<file path="config.mk">
export PLATFORM = sky130hd
export DESIGN_NAME = cic_decim_sequencer_flat
export DESIGN_NICKNAME = d
export VERILOG_FILES = /design/src/rtl/cic_decim_sequencer_pkg.sv /design/src/rtl/cic_decim_sequencer_if.sv /design/src/rtl/cic_decim_sequencer_phase_counter.sv /design/src/rtl/cic_decim_sequencer.sv /design/src/flat_wrapper.sv
export SDC_FILE = /design/constraint.sdc
export NUM_CORES = 1
export LEC_CHECK = 0
export CAP_MARGIN = 5
export CORE_MARGIN = 3
export CORE_UTILIZATION = 40
export DETAILED_ROUTE_END_ITERATION = 16
export PLACE_DENSITY = 0.79
export SETUP_SLACK_MARGIN = 0.05
export SYNTH_ARGS = -nofsm -noshare
export SYNTH_HDL_FRONTEND = slang
export SYNTH_HIERARCHICAL = 1
export SYNTH_SLANG_ARGS = --single-unit
</file>
<file path="constraint.sdc">
create_clock -name clk -period 3 [get_ports clk]
set_clock_uncertainty 0.1 [all_clocks]
set_input_delay 0.6 -clock clk [delete_from_list [all_inputs] [get_ports clk]]
set_output_delay 0.6 -clock clk [all_outputs]
set_load 0.005 [all_outputs]
</file>
<file path="src/rtl/cic_decim_sequencer_pkg.sv">
// Shared types and constants for the CIC decimation sequencer.
package cic_pkg;

  localparam int SeqStateBits         = 2;
  localparam int DefaultWarmupSamples = 6;

  typedef enum logic [SeqStateBits-1:0] {
    IDLE   = 2'b00,
    WARMUP = 2'b01,
    RUN    = 2'b10
  } seq_state_e;

endpackage

</file>
<file path="src/rtl/cic_decim_sequencer_if.sv">
// Compensator and downstream handshake bundle seen by the CIC decimation sequencer.
interface cic_decim_sequencer_if;

  logic comp_in_valid;
  logic comp_out_valid;
  logic comp_out_ready;
  logic out_valid;
  logic out_ready;

  modport master (
    output comp_in_valid,
    output comp_out_ready,
    output out_valid,
    input  comp_out_valid,
    input  out_ready
  );

  modport slave (
    input  comp_in_valid,
    input  comp_out_ready,
    input  out_valid,
    output comp_out_valid,
    output out_ready
  );

endinterface

</file>
<file path="src/rtl/cic_decim_sequencer_phase_counter.sv">
// Modulo-R input counter; emits a registered one-cycle wrap strobe on every R-th enabled input.
module cic_phase_counter #(
  parameter int RatioBits = 8
) (
  input  logic                 clk,
  input  logic                 rst_n,
  input  logic                 clear,
  input  logic                 en,
  input  logic [RatioBits-1:0] ratio_q,
  output logic                 wrap
);

  localparam logic [RatioBits-1:0] One = RatioBits'(1);

  logic [RatioBits-1:0] phase_r;
  logic                 wrap_r;
  logic                 last_s;

  assign last_s = (phase_r == (ratio_q - One));

  // Phase register and wrap strobe; clear also cancels a pending strobe.
  always_ff @(posedge clk or negedge rst_n) begin
    if (!rst_n) begin
      phase_r <= {RatioBits{1'b0}};
      wrap_r  <= 1'b0;
    end else if (clear) begin
      phase_r <= {RatioBits{1'b0}};
      wrap_r  <= 1'b0;
    end else if (en) begin
      if (last_s) begin
        phase_r <= {RatioBits{1'b0}};
        wrap_r  <= 1'b1;
      end else begin
        phase_r <= phase_r + One;
        wrap_r  <= 1'b0;
      end
    end else begin
      wrap_r <= 1'b0;
    end
  end

  assign wrap = wrap_r;

endmodule

</file>
<file path="src/rtl/cic_decim_sequencer.sv">
// CIC decimation sequencer: strobe generation, compensator gating, warm-up discard, drop counting.
// Optional drop counter enabled by defining CIC_DECIM_SEQUENCER_DROP_COUNT_EN.
module cic_decim_sequencer
  import cic_pkg::*;
#(
  parameter int RatioBits     = 8,
  parameter int WarmupSamples = DefaultWarmupSamples,
  parameter int DropCountBits = 16
) (
  input  logic                     clk,
  input  logic                     rst_n,
  input  logic [RatioBits-1:0]     ratio,
  input  logic                     ratio_load,
  input  logic                     in_valid,
  output logic                     decim_strobe,
  cic_decim_sequencer_if.master    bus,
  output logic [DropCountBits-1:0] drop_count,
  output logic [SeqStateBits-1:0]  state
);

  localparam int                  WarmBits = $clog2(WarmupSamples + 1);
  localparam logic [WarmBits-1:0] WarmLast = WarmBits'(WarmupSamples - 1);

  seq_state_e           state_r;
  seq_state_e           state_next_s;
  logic [RatioBits-1:0] ratio_q_r;
  logic [WarmBits-1:0]  warm_r;
  logic                 active_s;
  logic                 wrap_s;
  logic                 issue_s;
  logic                 comp_out_ready_s;
  logic                 out_valid_s;

  assign active_s = (state_r == WARMUP) || (state_r == RUN);

  cic_phase_counter #(.RatioBits(RatioBits)) u_phase (
    .clk     (clk),
    .rst_n   (rst_n),
    .clear   (ratio_load),
    .en      (in_valid & active_s & ~ratio_load),
    .ratio_q (ratio_q_r),
    .wrap    (wrap_s)
  );

  assign decim_strobe = wrap_s & active_s;
  assign issue_s      = decim_strobe & (~bus.comp_out_valid | comp_out_ready_s);

  // Per-state handshake routing: only RUN exposes compensator output downstream.
  always_comb begin
    comp_out_ready_s = 1'b1;
    out_valid_s      = 1'b0;
    case (state_r)
      RUN: begin
        comp_out_ready_s = bus.out_ready;
        out_valid_s      = bus.comp_out_valid;
      end
      default: begin
        comp_out_ready_s = 1'b1;
        out_valid_s      = 1'b0;
      end
    endcase
  end

  assign bus.comp_out_ready = comp_out_ready_s;
  assign bus.out_valid      = out_valid_s;
  assign bus.comp_in_valid  = issue_s;

  // Next-state logic; a load overrides whatever the current state would do.
  always_comb begin
    state_next_s = state_r;
    if (ratio_load) begin
      if (ratio != {RatioBits{1'b0}}) begin
        state_next_s = WARMUP;
      end else begin
        state_next_s = IDLE;
      end
    end else begin
      case (state_r)
        IDLE:   state_next_s = IDLE;
        WARMUP: begin
          if (bus.comp_out_valid && (warm_r == WarmLast)) begin
            state_next_s = RUN;
          end else begin
            state_next_s = WARMUP;
          end
        end
        RUN:     state_next_s = RUN;
        default: state_next_s = IDLE;
      endcase
    end
  end

  // State, latched ratio and warm-up count.
  always_ff @(posedge clk or negedge rst_n) begin
    if (!rst_n) begin
      state_r   <= IDLE;
      ratio_q_r <= {RatioBits{1'b0}};
      warm_r    <= {WarmBits{1'b0}};
    end else begin
      state_r <= state_next_s;
      if (ratio_load) begin
        if (ratio != {RatioBits{1'b0}}) begin
          ratio_q_r <= ratio;
        end
        warm_r <= {WarmBits{1'b0}};
      end else if ((state_r == WARMUP) && bus.comp_out_valid) begin
        warm_r <= warm_r + WarmBits'(1);
      end
    end
  end

  assign state = state_r;

`ifdef CIC_DECIM_SEQUENCER_DROP_COUNT_EN
  logic                     drop_s;
  logic [DropCountBits-1:0] drop_count_r;

  assign drop_s = decim_strobe & ~issue_s;

  // Saturating count of decimated samples the compensator could not accept.
  always_ff @(posedge clk or negedge rst_n) begin
    if (!rst_n) begin
      drop_count_r <= {DropCountBits{1'b0}};
    end else if (drop_s && (drop_count_r != {DropCountBits{1'b1}})) begin
      drop_count_r <= drop_count_r + DropCountBits'(1);
    end
  end

  assign drop_count = drop_count_r;
`else
  assign drop_count = {DropCountBits{1'b0}};
`endif

endmodule

</file>
<file path="src/flat_wrapper.sv">
// flat-port wrapper written by rule: the top's interface ports become plain ports
module cic_decim_sequencer_flat import cic_pkg::*;
#(
  parameter int RatioBits     = 8,
  parameter int WarmupSamples = DefaultWarmupSamples,
  parameter int DropCountBits = 16
)
  (clk, rst_n, ratio, ratio_load, in_valid, decim_strobe, drop_count, state, bus_comp_in_valid, bus_comp_out_ready, bus_out_valid, bus_comp_out_valid, bus_out_ready);
  cic_decim_sequencer_if bus_i ();
  input  logic clk;
  input  logic rst_n;
  input  logic [RatioBits-1:0] ratio;
  input  logic ratio_load;
  input  logic in_valid;
  output logic decim_strobe;
  output logic [DropCountBits-1:0] drop_count;
  output logic [SeqStateBits-1:0] state;
  output wire logic [$bits(bus_i.comp_in_valid)-1:0] bus_comp_in_valid;
  output wire logic [$bits(bus_i.comp_out_ready)-1:0] bus_comp_out_ready;
  output wire logic [$bits(bus_i.out_valid)-1:0] bus_out_valid;
  input wire logic [$bits(bus_i.comp_out_valid)-1:0] bus_comp_out_valid;
  input wire logic [$bits(bus_i.out_ready)-1:0] bus_out_ready;
  assign bus_comp_in_valid = bus_i.comp_in_valid;
  assign bus_comp_out_ready = bus_i.comp_out_ready;
  assign bus_out_valid = bus_i.out_valid;
  assign bus_i.comp_out_valid = bus_comp_out_valid;
  assign bus_i.out_ready = bus_out_ready;
  cic_decim_sequencer #(.RatioBits(RatioBits), .WarmupSamples(WarmupSamples), .DropCountBits(DropCountBits)) u_core (.clk(clk), .rst_n(rst_n), .ratio(ratio), .ratio_load(ratio_load), .in_valid(in_valid), .decim_strobe(decim_strobe), .bus(bus_i), .drop_count(drop_count), .state(state));
endmodule
</file>
==> impl_metrics.json <==
{
  "p_seq_share_pct": 52.1,
  "overflow": 0,
  "cts_buffer_depth": 2,
  "synth_top_area_share_pct": 37.2,
  "p_leak_uw": 0.000740,
  "critPathTopFamily": "simple AND/OR/NAND/NOR gates",
  "remaining_drc_errors": 0,
  "combPwrFrac_pct": 18.1,
  "antennaDiodeCount": 0,
  "post_cts_buffers": 0,
  "critPathBufInv": 1,
  "synth_edf_count": 0,
  "hold_buffers": 0,
  "drt-wirelength-per-cell_microns": 13.7,
  "crit_path_top_delay_cell": "or4_1",
  "fin_tns_setup_ns": 0,
  "maxCapViolCount": 0,
  "dp_hpwl_mm": 2.12,
  "grt_pass1_vias": 1097,
  "critPathMaxStageDelay_ns": 0.48,
  "syn_area_sq_um": 1480,
  "viasPerCell": 5.29,
  "synth_area_leaders": "dfrtp_1, buf_4, ha_1",
  "cts_tree": "yes",
  "outcome": "finished clean",
  "hold_viol_final": 0,
  "power.switching_uw": 179,
  "ys_ff_latch": 22,
  "design.portCount": 36,
  "globalplace.congestion": 0.728,
  "port_buffers": 19,
  "insertion_delay_ns": 0.27,
  "worstPathCellList": "inv_1 > ha_1 > or3b_1 > or4_1 > a32o_1 > a211oi_4 > a2111oi_0",
  "rows": 21,
  "peakVddDrop_mv": 0.227,
  "cp_max_fo": 9,
  "layout_min_cycle_time_ns": 2.66,
  "die_y_microns": 66.8,
  "internal_power_uw": 455,
  "die_w_microns": 66.8,
  "drv_slew": 0,
  "hold_class": "flip-flop to flip-flop",
  "synth_top_area_cell": "dfrtp_1",
  "yosysWarningCount": 6,
  "yosysMostFrequentCell": "dfrtp_1",
  "design.die.area_sq_um": 4460,
  "routed_wl_mm": 3.01,
  "core_area_sq_um": 3440,
  "setup_viol": 0,
  "dr.pass1.iters": 4,
  "synthCells": 154,
  "rsz0062_at_grt": "false",
  "area_growth_pct": 15.8,
  "required_ns": 3.03,
  "switching_share_pct": 28.3,
  "crit_type": "flip-flop to flip-flop",
  "grt_use_total_pct": 14.6,
  "grt_antenna_before_repair": 0,
  "grt_max_degree": 26,
  "vias": 1159,
  "start_util_pct": 43.0,
  "cts-root-buf": "clkbuf_8",
  "dp_cells": 216,
  "p_per_area_nw_per_um2": 370,
  "post_cts_resized": 0,
  "crit_arrival_ns": 2.68,
  "async_flop_share_pct": 100,
  "synth_cell_types": 45,
  "finalNonFillerCells": 219,
  "fmax_ghz": 0.376,
  "cts.htree.levels": 1,
  "drive_above_1_share_pct": 6.94,
  "clkTransAtPathRegs_ns": 0.08,
  "critPathCaptureType": "flip-flop",
  "seq_area_frac_synth_pct": 37.2,
  "avgSynthCellArea_sq_um": 9.60,
  "numCtsBuffers": 3,
  "min_period_over_period_pct": 88.6,
  "grt_pass1_wl_mm": 5.04,
  "drt_iter0_drc": 125,
  "pwr-share-clk_pct": 29.8,
  "ant_nets": 0,
  "synth_common_cells": "dfrtp_1, buf_4, nor2_1",
  "synth_ff_type": "dfrtp_1",
  "startpoint_type": "flip-flop",
  "clock-sinks": 22,
  "nNetsFinal": 195
}
[worst min-delay path: cells and delay by family, from the launching register on]
family           cells  cell delay (ns)
AND/OR/NAND/NOR      1             0.06
flip-flops           1             0.40
AO/OA/AOI/OAI        1             0.05
[cells by family (layout without fill, tap and decap cells)]
kind of cell | Yosys count | after routing | synth area share, %
simple gates | 52 | 52 | 20.7
compound gates | 34 | 34 | 19.3
buf+inv | 29 | 33 | 11.4
flops | 22 | 22 | 37.2
xor+xnor | 9 | 9 | 5.33
fa+ha+maj | 6 | 6 | 5.08
other cells | 1 | 16 | 0.254
mux | 1 | 1 | 0.677
[layout by cell type, fill, tap and decap left out, types with 6 or more instances in the layout]
master            n
a2111oi_0         6
a22o_1            8
and3_1            6
clkdlybuf4s50_1  19
conb_1           16
dfrtp_1          22
ha_1              6
inv_1             8
nand2_1           6
nand3_1           6
nor2_1            9
xor2_1            6
[layer usage]
layer / up-vias / global-route usage [%] / routed length (microns)
met4: 0 / 5.33 / 46
met1: 554 / 19.2 / 1420
met2: 32 / 23.0 / 1430
li1: 569 / - / -
met3: 4 / 3.71 / 119
met5: - / 0 / 0
[per-stage QoR]
stage / total power [uW] / area, sq um / util [%] / hold slack, ns / setup WS [ns]
floorplan: 416 / 1540 / - / 0.204 / 0.613
global placement: 447 / 1670 / 48.6 / 0.437 / 0.444
detailed placement: 449 / 1670 / 48.6 / 0.447 / 0.392
CTS: 638 / 1710 / 49.8 / 0.457 / 0.358
global route: 665 / 1710 / 49.8 / 0.494 / 0.198
finish: 634 / 1710 / 49.8 / 0.457 / 0.342
[registers in the layout, indices dropped and copies added (netlist names)]
signal                  cells
u_core/state                2
u_core/u_phase/phase_r      8
u_core/warm_r               3
u_core/ratio_q_r            8
u_core/u_phase/wrap         1
[final timing paths]
| check | from | endpoint | slack [ns] | depth (start not counted) |
|---|---|---|---|---|
| worst min-delay path | u_core/warm_r[1]$_DFFE_PN0P_ | u_core/warm_r[1]$_DFFE_PN0P_ | 0.46 | 2 |
| worst max-delay path | u_core/ratio_q_r[0]$_DFFE_PN0P_ | u_core/u_phase/phase_r[5]$_DFFE_PN0P_ | 0.34 | 7 |
| min in group asynchronous | rst_n | u_core/u_phase/phase_r[5]$_DFFE_PN0P_ | 0.58 | 2 |
| max in group asynchronous | rst_n | u_core/warm_r[2]$_DFFE_PN0P_ | 1.98 | 2 |
| worst min register to register | u_core/warm_r[1]$_DFFE_PN0P_ | u_core/warm_r[1]$_DFFE_PN0P_ | 0.46 | 2 |
| worst max register to register | u_core/ratio_q_r[0]$_DFFE_PN0P_ | u_core/u_phase/phase_r[5]$_DFFE_PN0P_ | 0.34 | 7 |
[power by group through the flow]
| stage | registers [uW] | clock network (uW) | logic [uW] |
|---|---|---|---|
| after floorplan | 331 | 0 | 85.0 |
| after global placement | 336 | 0 | 111 |
| after detailed placement | 336 | 0 | 113 |
| after CTS | 330 | 194 | 114 |
| after global routing | 333 | 204 | 128 |
| final | 331 | 189 | 115 |
[cell type report]
type	instances	area, sq um
multi-input cells	118	821
clock buffers	3	41.3
inverters	8	30.0
repair buffers	22	213
fillers	332	1730
flip-flops and latches	22	551
well taps	46	57.6
(Power assumes the default switching activity.)
